<file path="src/rtl/lsu_pkg.sv">
// Shared types and encodings for the load/store unit: data width default,
// RV64 load/store func3 codes, FSM state encoding and the byte-size mask helper.
package lsu_pkg;

    localparam int XLEN_DEF = 64;

    localparam logic [2:0] F3_B   = 3'b000;
    localparam logic [2:0] F3_H   = 3'b001;
    localparam logic [2:0] F3_W   = 3'b010;
    localparam logic [2:0] F3_D   = 3'b011;
    localparam logic [2:0] F3_BU  = 3'b100;
    localparam logic [2:0] F3_HU  = 3'b101;
    localparam logic [2:0] F3_WU  = 3'b110;
    localparam logic [2:0] F3_ILL = 3'b111;

    typedef enum logic [1:0] {
        ST_IDLE   = 2'b00,
        ST_ACCESS = 2'b01,
        ST_RESP   = 2'b10
    } state_t;

    // Byte-lane mask of an access of 2**sz bytes starting at lane 0.
    function automatic logic [7:0] size_mask(input logic [1:0] sz);
        logic [7:0] m;
        case (sz)
            2'b00:   m = 8'h01;
            2'b01:   m = 8'h03;
            2'b10:   m = 8'h0F;
            2'b11:   m = 8'hFF;
            default: m = 8'h00;
        endcase
        return m;
    endfunction

endpackage

</file>
<file path="src/rtl/lsu_align.sv">
// Combinational lane logic: access legality, store lane shift/mask and
// load byte extraction with sign/zero extension.
module lsu_align import lsu_pkg::*; #(
    parameter int XLEN = XLEN_DEF
) (
    input  logic            wen,
    input  logic [2:0]      func3,
    input  logic [2:0]      addr_lo,
    input  logic [XLEN-1:0] wdata,
    input  logic [XLEN-1:0] rdata,
    output logic            err,
    output logic [7:0]      wmask,
    output logic [XLEN-1:0] wdata_sh,
    output logic [XLEN-1:0] rdata_ext
);

    logic            illegal_s;
    logic            misalign_s;
    logic [XLEN-1:0] rdata_sh_s;

    // Illegal encoding or natural-alignment violation for the access size.
    always_comb begin
        illegal_s  = 1'b0;
        misalign_s = 1'b0;
        if (wen) begin
            illegal_s = func3[2];
        end else begin
            illegal_s = (func3 == F3_ILL);
        end
        case (func3[1:0])
            2'b00:   misalign_s = 1'b0;
            2'b01:   misalign_s = addr_lo[0];
            2'b10:   misalign_s = |addr_lo[1:0];
            2'b11:   misalign_s = |addr_lo;
            default: misalign_s = 1'b0;
        endcase
        err = illegal_s | misalign_s;
    end

    // Store data and byte enables moved onto the addressed lanes.
    always_comb begin
        wmask    = size_mask(func3[1:0]) << addr_lo;
        wdata_sh = wdata << {addr_lo, 3'b000};
    end

    // Load data brought down to lane 0, then truncated and extended.
    always_comb begin
        rdata_sh_s = rdata >> {addr_lo, 3'b000};
        case (func3)
            F3_B:    rdata_ext = {{(XLEN-8){rdata_sh_s[7]}}, rdata_sh_s[7:0]};
            F3_H:    rdata_ext = {{(XLEN-16){rdata_sh_s[15]}}, rdata_sh_s[15:0]};
            F3_W:    rdata_ext = {{(XLEN-32){rdata_sh_s[31]}}, rdata_sh_s[31:0]};
            F3_D:    rdata_ext = rdata_sh_s;
            F3_BU:   rdata_ext = {{(XLEN-8){1'b0}}, rdata_sh_s[7:0]};
            F3_HU:   rdata_ext = {{(XLEN-16){1'b0}}, rdata_sh_s[15:0]};
            F3_WU:   rdata_ext = {{(XLEN-32){1'b0}}, rdata_sh_s[31:0]};
            default: rdata_ext = {XLEN{1'b0}};
        endcase
    end

endmodule

</file>
<file path="src/rtl/lsu.sv">
// Load/store unit: accepts one memory op at a time, drives an aligned
// doubleword memory port and returns an extended load result or an error.
module lsu import lsu_pkg::*; #(
    parameter int XLEN        = XLEN_DEF,
    parameter int MEM_LATENCY = 1
) (
    input  logic            clk,
    input  logic            rst,
    input  logic            req_valid,
    output logic            req_ready,
    input  logic            req_wen,
    input  logic [2:0]      req_func3,
    input  logic [XLEN-1:0] req_addr,
    input  logic [XLEN-1:0] req_wdata,
    output logic            resp_valid,
    input  logic            resp_ready,
    output logic [XLEN-1:0] resp_rdata,
    output logic            resp_err,
    output logic [XLEN-1:0] mem_raddr,
    output logic [XLEN-1:0] mem_waddr,
    input  logic [XLEN-1:0] mem_rdata,
    output logic [XLEN-1:0] mem_wdata,
    output logic [7:0]      mem_wmask,
    output logic            mem_wen
);

    state_t          state_r;
    logic            wen_r;
    logic [2:0]      func3_r;
    logic [2:0]      addr_lo_r;
    logic [3:0]      cnt_r;
    logic            req_ready_r;
    logic            resp_valid_r;
    logic [XLEN-1:0] resp_rdata_r;
    logic            resp_err_r;
    logic [XLEN-1:0] mem_addr_r;
    logic [XLEN-1:0] mem_wdata_r;
    logic [7:0]      mem_wmask_r;
    logic            mem_wen_r;

    logic            al_wen_s;
    logic [2:0]      al_func3_s;
    logic [2:0]      al_addr_lo_s;
    logic            al_err_s;
    logic [7:0]      al_wmask_s;
    logic [XLEN-1:0] al_wdata_s;
    logic [XLEN-1:0] al_rdata_s;

    // In IDLE the aligner checks the incoming request; afterwards it works on the latched op.
    always_comb begin
        al_wen_s     = wen_r;
        al_func3_s   = func3_r;
        al_addr_lo_s = addr_lo_r;
        if (state_r == ST_IDLE) begin
            al_wen_s     = req_wen;
            al_func3_s   = req_func3;
            al_addr_lo_s = req_addr[2:0];
        end else begin
            al_wen_s     = wen_r;
            al_func3_s   = func3_r;
            al_addr_lo_s = addr_lo_r;
        end
    end

    lsu_align #(.XLEN(XLEN)) u_align (
        .wen       (al_wen_s),
        .func3     (al_func3_s),
        .addr_lo   (al_addr_lo_s),
        .wdata     (req_wdata),
        .rdata     (mem_rdata),
        .err       (al_err_s),
        .wmask     (al_wmask_s),
        .wdata_sh  (al_wdata_s),
        .rdata_ext (al_rdata_s)
    );

    // Request/access/response sequencer with all outputs registered.
    always_ff @(posedge clk or posedge rst) begin
        if (rst) begin
            state_r      <= ST_IDLE;
            wen_r        <= 1'b0;
            func3_r      <= 3'b000;
            addr_lo_r    <= 3'b000;
            cnt_r        <= 4'd0;
            req_ready_r  <= 1'b1;
            resp_valid_r <= 1'b0;
            resp_rdata_r <= {XLEN{1'b0}};
            resp_err_r   <= 1'b0;
            mem_addr_r   <= {XLEN{1'b0}};
            mem_wdata_r  <= {XLEN{1'b0}};
            mem_wmask_r  <= 8'h00;
            mem_wen_r    <= 1'b0;
        end else begin
            case (state_r)
                ST_IDLE: begin
                    if (req_valid && req_ready_r) begin
                        wen_r       <= req_wen;
                        func3_r     <= req_func3;
                        addr_lo_r   <= req_addr[2:0];
                        req_ready_r <= 1'b0;
                        if (al_err_s) begin
                            // Faulting ops never touch memory.
                            state_r      <= ST_RESP;
                            resp_valid_r <= 1'b1;
                            resp_err_r   <= 1'b1;
                            resp_rdata_r <= {XLEN{1'b0}};
                        end else begin
                            state_r     <= ST_ACCESS;
                            cnt_r       <= 4'(MEM_LATENCY - 1);
                            mem_addr_r  <= {req_addr[XLEN-1:3], 3'b000};
                            mem_wen_r   <= req_wen;
                            mem_wmask_r <= req_wen ? al_wmask_s : 8'h00;
                            mem_wdata_r <= req_wen ? al_wdata_s : {XLEN{1'b0}};
                        end
                    end
                end
                ST_ACCESS: begin
                    mem_wen_r <= 1'b0;
                    if (cnt_r == 4'd0) begin
                        state_r      <= ST_RESP;
                        resp_valid_r <= 1'b1;
                        resp_err_r   <= 1'b0;
                        resp_rdata_r <= wen_r ? {XLEN{1'b0}} : al_rdata_s;
                        mem_addr_r   <= {XLEN{1'b0}};
                        mem_wmask_r  <= 8'h00;
                        mem_wdata_r  <= {XLEN{1'b0}};
                    end else begin
                        cnt_r <= cnt_r - 4'd1;
                    end
                end
                ST_RESP: begin
                    if (resp_ready) begin
                        state_r      <= ST_IDLE;
                        req_ready_r  <= 1'b1;
                        resp_valid_r <= 1'b0;
                        resp_err_r   <= 1'b0;
                        resp_rdata_r <= {XLEN{1'b0}};
                    end
                end
                default: begin
                    state_r      <= ST_IDLE;
                    req_ready_r  <= 1'b1;
                    resp_valid_r <= 1'b0;
                    resp_err_r   <= 1'b0;
                    resp_rdata_r <= {XLEN{1'b0}};
                    mem_addr_r   <= {XLEN{1'b0}};
                    mem_wmask_r  <= 8'h00;
                    mem_wdata_r  <= {XLEN{1'b0}};
                    mem_wen_r    <= 1'b0;
                end
            endcase
        end
    end

    assign req_ready  = req_ready_r;
    assign resp_valid = resp_valid_r;
    assign resp_rdata = resp_rdata_r;
    assign resp_err   = resp_err_r;
    assign mem_raddr  = mem_addr_r;
    assign mem_waddr  = mem_addr_r;
    assign mem_wdata  = mem_wdata_r;
    assign mem_wmask  = mem_wmask_r;
    assign mem_wen    = mem_wen_r;

endmodule

</file>
<file path="config.mk">
export PLATFORM = sky130hd
export DESIGN_NAME = lsu
export DESIGN_NICKNAME = d
export VERILOG_FILES = /design/src/rtl/lsu_pkg.sv /design/src/rtl/lsu_align.sv /design/src/rtl/lsu.sv
export SDC_FILE = /design/constraint.sdc
export NUM_CORES = 1
export LEC_CHECK = 0
export CORE_ASPECT_RATIO = 0.5
export CORE_UTILIZATION = 45
export CTS_CLUSTER_DIAMETER = 40
export DETAILED_ROUTE_END_ITERATION = 8
export PLACE_DENSITY = 0.8
export SKIP_LAST_GASP = 1
export SLEW_MARGIN = 15
export SYNTH_ARGS = -nofsm -noshare
export SYNTH_HDL_FRONTEND = slang
export SYNTH_SLANG_ARGS = --single-unit
</file>
<file path="constraint.sdc">
create_clock -name clk -period 16.15 [get_ports clk]
set_input_delay 4.0375 -clock clk [delete_from_list [all_inputs] [get_ports clk]]
set_output_delay 4.0375 -clock clk [all_outputs]
set_load 0.01 [all_outputs]
</file>
* Yosys cells after proc, flatten, opt, wreduce, memory -nomap -nowiden
Index checks and enable logic that the tools add are counted.
** Operators by class
- Equality and inequality tests :: 18
- Reduce and logical (&&, ||, !) cells :: 15
- Multiplexer cells :: 48
- Bitwise operators :: 3
- Add/subtract/negate cells :: 1
- Shift operators :: 3
** Operators with widths (count)
- 64-bit 2-to-1 mux :: 11
- 64-bit case mux with 3 select lines :: 3
- 64-bit case mux with 7 select lines :: 1
- 64-bit by 6-bit left shift with 64-bit output :: 1
- 64-bit by 6-bit >> shifter with 64-bit output :: 1
- 8-bit 2-to-1 mux :: 4
- 8-bit case mux with 4 select lines :: 1
- 8-bit case mux with 3 select lines :: 1
- 3-bit == test (second input constant) :: 4
- 4-bit 2-to-1 mux :: 3
- 4-bit AND reduction :: 3
- 1-bit 2-to-1 mux :: 11
- 2-bit != test (second input constant) :: 5
- 1-bit case mux with 3 select lines :: 3
- 3-bit AND reduction :: 3
- 2-bit 2-to-1 mux :: 4
- 4-bit case mux with 2 select lines :: 1
- 8-bit by 3-bit left shift with 8-bit output :: 1
- 2-bit == test (second input constant) :: 3
- 3-bit by 2-bit == test with 1-bit output (second input constant) :: 2
- 3-bit 2-to-1 mux :: 2
- 2-bit case mux with 3 select lines :: 1
- 2-bit by 1-bit == test with 1-bit output (second input constant) :: 2
- 2-bit zero test :: 2
- 14 further kinds :: 15
** Word-level totals
- Output and inout bits :: 268
- Register bits after elaboration :: 217
- Word-level logic and storage cells :: 101
- Input bits :: 200

* Logic depth before layout (Yosys ltp)
Gate-level depths: netlist of run 1.
- Depth after elaboration :: 9
- Depth in mapped cells :: 13
- Depth with buffers taken out :: 8

* By module
Synthesis of run 1 repeated with hierarchy kept, for this count alone.
** Unflattened totals
- Cells, all modules :: 1526
- Area total of the unflattened synthesis :: 14808.0 µm²
** By module, submodules not included
- lsu :: area each 10088.4 µm², times used 1, cells each 917, sequential area each 5356.4 µm²
- lsu_align :: area each 4719.5 µm², times used 1, cells each 609, sequential area each 0.0 µm²

* Least setup slack after synthesis of run 1
No wires, ideal clock.
- Path kind :: input to register
- Start :: in req_addr[0]
- End :: reg mem_wdata_r[10], in the netlist mem_wdata[10]
- Path buffers :: 2
- Arrival time :: 6.204 ns
- Required time :: 16.025 ns
- Slack :: 9.821 ns
- Setup time :: 0.125 ns
- Stages on the path :: 10
- Cells stage by stage :: or3b_1 -> nand2_1 -> buf_4 -> nor2_1 -> o21ai_1 -> a222oi_1 -> a21oi_2 -> nor2_4 -> buf_6 -> mux2_2
** On the way
- Word-level cells in the longest chain between the ends :: 6
- Elaborated cells on any way between the ends :: 12
- Classes of those cells :: eq/ne: 1; shift: 1; mux: 6; bitwise: 1; reduce/logical: 3
** Ends and longest elaborated chain
- start, declared :: line lsu.sv:13 : input logic [XLEN-1:0] req_addr,
- 3-bit 2-to-1 mux * :: line lsu.sv:54 : if (state_r == ST_IDLE) begin
- 64-bit by 6-bit left shift with 64-bit output, or another cell as far along :: line lsu_align.sv:43 : wdata_sh = wdata << {addr_lo, 3'b000};
- 64-bit 2-to-1 mux / 1-bit case mux with 4 select lines (equally long branches) :: line lsu.sv:113, lsu_align.sv:30
- 64-bit 2-to-1 mux / 1-bit bitwise OR (equally long branches) :: line lsu.sv:101, lsu_align.sv:37
- 64-bit 2-to-1 mux / 2-bit != test (equally long branches)
- 64-bit case mux with 3 select lines / 4-bit AND reduction (equally long branches)
- end signal, assigned :: line lsu.sv:90 : mem_wdata_r <= {XLEN{1'b0}};
- end signal, assigned :: line lsu.sv:113 : mem_wdata_r <= req_wen ? al_wdata_s : {XLEN{1'b0}};
- end signal, assigned :: line lsu.sv:126 : mem_wdata_r <= {XLEN{1'b0}};
- end, declared :: line lsu.sv:37 : logic [XLEN-1:0] mem_wdata_r;
Every way passes the cells marked *; elsewhere a longest branch is shown, timed or not. The select of a mux whose other input is x is not followed.
A chain may end at the register's enable or synchronous reset.

* Final worst setup path of run 1
- Start :: in req_addr[0]
- End :: reg mem_addr_r[22], in the netlist mem_raddr[22]
** On the way
- Word-level cells in the longest chain between the ends :: 6
- Elaborated cells on any way between the ends :: 7
- Classes of those cells :: eq/ne: 1; mux: 2; bitwise: 1; reduce/logical: 3
** Ends and longest elaborated chain
- 3-bit 2-to-1 mux * :: line lsu.sv:54
- 3-bit OR reduction / 2-bit OR reduction (equally long branches) :: line lsu_align.sv:34, lsu_align.sv:33
- 1-bit case mux with 4 select lines * :: line lsu_align.sv:30 : case (func3[1:0])
- 1-bit bitwise OR * :: line lsu_align.sv:37 : err = illegal_s | misalign_s;
- 2-bit != test (no line) *
- 4-bit AND reduction (no line) *
- end signal, assigned :: line lsu.sv:89 : mem_addr_r <= {XLEN{1'b0}};
- end signal, assigned :: line lsu.sv:110 : mem_addr_r <= {req_addr[XLEN-1:3], 3'b000};
- end signal, assigned :: line lsu.sv:124 : mem_addr_r <= {XLEN{1'b0}};
- end, declared :: line lsu.sv:36 : logic [XLEN-1:0] mem_addr_r;
Every way passes the cells marked *; elsewhere a longest branch is shown, timed or not.

==> results.yml, run 1 <==
cells_and_area:
  nFillCells: 2385
  multi_input_area_um2: 6560
  layout-drive-gt1-share: 0.0605
  register_area_um2: 5360
  nNetsFinal: 2083
  area_growth_pct: 38.8
pwr:
  power_density_nw_per_um2: 74.3
  finalPower_mw: 1.35
  p_leak_nw: 7.89
  ir_drop_mv: 0.0700
critical_path:
  r2r_slack_ns: 11.10
  criticalPathCategory: "in -> reg"
  critical_path_arrival_ns: 8.84
  required_ns: 16.59
  end_kind: "flop"
  startpoint_type: "input pin"
  cp_max_fo: 112
  reg2reg_from: "state_r[0]"
  r2r-end: "mem_raddr[22]"
  reg2reg_depth: 11
drt:
  wl_per_cell_um: 21.4
  drt_iter0_drc: 1747
  vias: 13500
  antenna_left: 0
  route.detailed.drc: 0
  routed_via_density: 5.88
  first_pass_iters: 6
  totalWireLength_mm: 49.1
floorplan:
  core-area_um2: 28100
  die_y_um: 122
  initial_utilization: 0.465
  ioPinCount: 468
  core.rowCount: 43
  die_area_um2: 29700
  die_w_um: 243
clock_tree:
  worstSkewPairLatency_ns: 0.56
  cts_hold_buf: 0
  cts.clk_slew.worst_paths_ns: 0.07
  cts_resized: 0
  cts_buffers: 28
  clk_path_buf_depth: 3
  cts_max_level: 1
  cts-root-buf: "clkbuf_16"
  cts_tree: "built"
  cts_sinks: 214
  cts_setup_buffers: 0
timing:
  rsz0062_at_grt: "no"
  report.final.slew_viol_count: 0
  fmax_mhz: 119
  slew_headroom: 0.241
  finalClockSkew_ns: 0.0234
  tightest_slew_ns: 1.14
  period_needed_ns: 8.40
  setup_viol: 0
  min_period_over_period: 0.520
  hold_viol_final: 0
  tns_ns: 0
hold_path:
  whs_path_depth: 2
  hold-path-endpoint: "resp_rdata[49]"
  min_path_type: "reg -> reg"
  hold_path_startpoint: "resp_rdata[49]"
grt:
  grt_max_degree: 138
  grt_usage: 0.320
  grt_antenna_before_repair: 8
  overflow: 0
  grt_first_pass_wirelength_mm: 74.2
  grt_pass1_vias: 12400
synthesis:
  synth-seq-cells: 214
  ys_top_cells_by_area: "dfrtp_1 41%, nand2_1 12%, o21ai_0 7.3%"
  synth.cell_area_um2: 13000
  yosys-top-cells-count: "401 x nand2_1, 213 x dfrtp_1, 190 x o21ai_0"
  synth_top_area_cell: "dfrtp_1"
  syn_inst: 1576
  synth_async_sr_flop_share: 1.00
  synth_ff_type: "dfrtp_1"
  synth_top_area_share: 0.409
  synth_most_common_cell: "nand2_1"
  synth-edff-count: 0
  syn_avg_cell_area_um2: 8.28
  synthDistinctLibCells: 54
  ys_seq_area_frac: 0.411
  ys_warn_count: 0
job:
  max-cap-violations: 0
place:
  routabilityCongestion: 0.949
  dpl.hpwl_mm: 34.8
  portBuffers: 461
run_status:
  outcome: "completed"
-- cell families (layout without fill, tap and decap cells) --
group | count (synthesis) | after routing | share of synthesized area
and+or+nand+nor | 550 | 550 | 0.175
AOI/OAI and AO/OA | 483 | 483 | 0.228
buffers and inverters | 216 | 537 | 0.0921
DFF | 214 | 214 | 0.411
muxes | 110 | 110 | 0.0921
adders and majority gates | 2 | 2 | 0.00192
other | 1 | 15 | 0.000287
-- worst max path at each step --
stage | start | endpoint | slack (ns) | cells after the start
CTS | req_addr[0] | mem_wdata[60] | 7.90 | 12
global route | req_addr[0] | mem_raddr[13] | 7.40 | 12
global placement | req_addr[0] | mem_wdata[63] | 7.50 | 12
detailed placement | req_addr[0] | mem_wdata[60] | 7.34 | 12
finish | req_addr[0] | mem_raddr[22] | 7.75 | 12
floorplan | rst | addr_lo_r[0] | 6.26 | 1
-- where the power goes --
part	switching (mW)	internal [mW]	leakage (nW)
sequential	0	0.536	2.97
clock	0.270	0.345	0.435
combinational	0.111	0.0824	4.49
total	0.382	0.963	7.89
-- routing by layer --
layer / vias to the layer above / GRT usage / part of all wire
met5: - / 0 / 0
met4: 0 / 0.144 / 0.044
met3: 136 / 0.0538 / 0.081
met2: 763 / 0.517 / 0.47
met1: 6453 / 0.425 / 0.40
li1: 6136 / - / -
-- placed cells by master, fill, tap and decap left out, drive strengths merged, types with 4 or more instances in the layout --
cell / instances
clkinv: 5
clkinvlp: 4
o41ai: 26
a22o: 17
nor2: 37
and3: 24
a221oi: 4
a31oi: 39
mux4: 4
nand3: 55
buf: 18
diode: 9
conb: 6
dfrtp: 213
o31ai: 78
and2: 15
o22ai: 5
inv: 15
o211ai: 8
a211oi: 12
clkdlybuf4s50: 461
clkbuf: 34
a21oi: 67
o221ai: 7
nand2: 401
nor3: 6
o21ai: 208
mux2i: 76
mux2: 30
-- layout make-up --
class / count / area share
Multi-Input combinational cell: 1151 / 0.362
Sequential cell: 214 / 0.296
Timing Repair Buffer: 479 / 0.263
Clock buffer: 34 / 0.0422
Tap cell: 382 / 0.0264
Clock inverter: 17 / 0.00760
Inverter: 7 / 0.00187
Antenna cell: 9 / 0.00124
-- sequential cells by signal, indices dropped and copies added (netlist names) --
register,count
mem_wdata,64
mem_raddr,61
state_r,2
mem_wen,1
wen_r,1
resp_rdata,64
resp_valid,1
mem_wmask,8
addr_lo_r,3
resp_err,1
cnt_r,4
req_ready,1
func3_r,3
-- metrics by stage --
step	setup slack [ns]	hold slack, ns	util	cell area (um^2)	cells
after detailed placement	7.34	0.462	0.612	17200	2233
after CTS	7.90	0.478	0.644	18100	2284
after global routing	7.40	0.501	0.645	18100	2292
after floorplan	6.26	0.452	-	13100	1581
after global placement	7.50	0.465	0.612	17200	2233
final	7.75	0.477	0.645	18100	2293
-- worst max-delay path: stages --
cell	delay [ns]
clkdlybuf4s50_1	0.48
or3b_1	0.44
nand2_4	0.19
buf_4	0.84
nor2_1	0.15
o21ai_1	0.12
a222oi_1	0.22
a21oi_4	0.28
buf_4	0.80
buf_4	0.84
o21ai_0	0.18
o31ai_1	0.12
(Power assumes the default switching activity.)
==> inputs of run 2 (changes only) <==
==> constraint.sdc (replaced) <==
create_clock -name clk -period 8 [get_ports clk]
set_input_delay 2 -clock clk [delete_from_list [all_inputs] [get_ports clk]]
set_output_delay 2 -clock clk [all_outputs]
set_load 0.01 [all_outputs]
==> run 2 against run 1 <==
Against the previous run: worst setup slack worse by 5.6 ns; critical path depth shrank 2; clock power rose by 95%; clock-buffer cell count grew 1; largest power group unchanged.
==> results.yml, run 2 (same netlist as run 1, synthesis figures left out) <==
run_status:
  outcome: "completed"
place:
  dp.cells: 2234
  routabilityCongestion: 0.947
  dpl.hpwl_mm: 34.7
  portBuffers: 461
floorplan:
  die_area_um2: 29700
  die_w_um: 243
  core-area_um2: 28100
  ioPinCount: 468
  initial_utilization: 0.465
  core.rowCount: 43
  die_y_um: 122
grt:
  grt_first_pass_wirelength_mm: 73.8
  grt_usage: 0.318
  overflow: 0
  grt_pass1_vias: 12400
  grt_antenna_before_repair: 6
  grt_max_degree: 216
timing:
  slew_headroom: 0.227
  min_period_over_period: 0.737
  fmax_mhz: 170
  setup_viol: 0
  period_needed_ns: 5.90
  hold_viol_final: 0
  rsz0062_at_grt: "no"
  tns_ns: 0
  report.final.slew_viol_count: 0
  tightest_slew_ns: 1.16
  finalClockSkew_ns: 0.0271
drt:
  routed_via_density: 5.87
  antenna_left: 0
  wl_per_cell_um: 21.3
  totalWireLength_mm: 48.8
  route.detailed.drc: 0
  drt_iter0_drc: 1680
  first_pass_iters: 9
  vias: 13400
cells_and_area:
  stdcell_count: 2288
  mostFrequentLayoutCells: "461 x clkdlybuf4s50_1, 400 x nand2_1, 213 x dfrtp_1"
  layout-drive-gt1-share: 0.0568
  area_growth_pct: 38.6
  nFillCells: 2386
  layout_commonest_cell: "clkdlybuf4s50_1"
  nNetsFinal: 2082
job:
  max-cap-violations: 0
critical_path:
  reg2reg_depth: 9
  critical_path_arrival_ns: 6.37
  end_kind: "flop"
  cp-startpoint: "req_addr[0]"
  cp_max_fo: 79
  r2r-end: "resp_rdata[50]"
  required_ns: 8.47
  criticalPathCategory: "in -> reg"
  startpoint_type: "input pin"
  reg2reg_from: "state_r[1]"
  cp-endpoint: "resp_rdata[50]"
  r2r_slack_ns: 3.01
clock_tree:
  cts_setup_buffers: 0
  cts.clk_slew.worst_paths_ns: 0.06
  cts_tree: "built"
  cts-root-buf: "clkbuf_16"
  cts_sinks: 214
  worstSkewPairLatency_ns: 0.55
  clk_path_buf_depth: 3
  cts_hold_buf: 0
  cts_buffers: 26
  cts_resized: 0
  cts_max_level: 1
pwr:
  comb_power_share: 0.147
  power_density_nw_per_um2: 148
  ir_drop_mv: 0.137
  power.internal_mw: 1.95
  switching_share: 0.273
  seqPwrFrac: 0.404
  clockPowerShare: 0.449
  power_switching_mw: 0.730
  p_leak_nw: 7.88
hold_path:
  min_path_type: "reg -> reg"
## run 2: cell count changes in the layout (fill, tap and decap cells not counted)
cell and delta:
clkinvlp_4 -2, bufinv_16 +2, clkinv_2 -2, buf_6 -1, clkbuf_1 +5, diode_2 -3, inv_6 -4, clkbuf_8 -2
clkbuf_16 -2, buf_12 +2, clkinv_4 +2
## run 2: worst min-delay path by stage
stage	slack, ns	end	startpoint	cells after the start
after floorplan	0.45	cnt_r[3]	cnt_r[3]	1
after global placement	0.46	resp_rdata[41]	resp_rdata[41]	2
after detailed placement	0.47	resp_rdata[51]	resp_rdata[51]	2
after CTS	0.49	resp_rdata[8]	resp_rdata[8]	2
after global routing	0.51	resp_rdata[4]	resp_rdata[4]	2
final	0.48	resp_rdata[4]	resp_rdata[4]	2
## run 2: worst max-delay path, cell delays in order
cell,delay [ns]
clkdlybuf4s50_1,0.47
or3b_1,0.45
nand2_4,0.40
buf_4,0.68
mux2i_1,0.16
mux4_2,0.50
a211oi_1,0.38
or3_1,0.93
o21ai_0,0.26
nand2_1,0.14
## run 2: final cells by class
type / instances / area [um^2] / share of cell area
diodes: 6 / 15.0 / 0.000830
clock buffers: 35 / 706 / 0.0390
clock inverters: 13 / 155 / 0.00858
inverters: 7 / 33.8 / 0.00187
multi-input cells: 1151 / 6560 / 0.363
flip-flops and latches: 214 / 5360 / 0.296
well taps: 382 / 478 / 0.0264
repair buffers: 480 / 4780 / 0.264
## run 2: per-stage QoR
| stage | setup WS [ns] | area, um^2 | power (mW) | utilization | hold WS (ns) |
|---|---|---|---|---|---|
| global placement | 1.82 | 17200 | 1.48 | 0.613 | 0.462 |
| global route | 1.86 | 18100 | 2.77 | 0.644 | 0.507 |
| detailed placement | 1.67 | 17200 | 1.49 | 0.613 | 0.470 |
| CTS | 2.18 | 18100 | 2.68 | 0.643 | 0.486 |
| floorplan | 0.151 | 13100 | 1.30 | - | 0.452 |
| finish | 2.10 | 18100 | 2.68 | 0.644 | 0.479 |
## run 2: layer usage
metal  up-vias  part of all wire  GRT usage
met5         -                 0          0
met4         0             0.043      0.143
met3       116             0.078     0.0481
met2       726              0.47      0.506
met1      6444              0.41      0.434
li1       6137                 -          -
## run 2: power by group through the flow
stage                     clock, mW  sequential, mW  combinational [mW]
final                          1.20            1.08               0.393
after global routing           1.27            1.08               0.422
after CTS                      1.21            1.08               0.386
after detailed placement          0            1.10               0.383
after global placement            0            1.10               0.382
after floorplan                   0            1.10               0.198
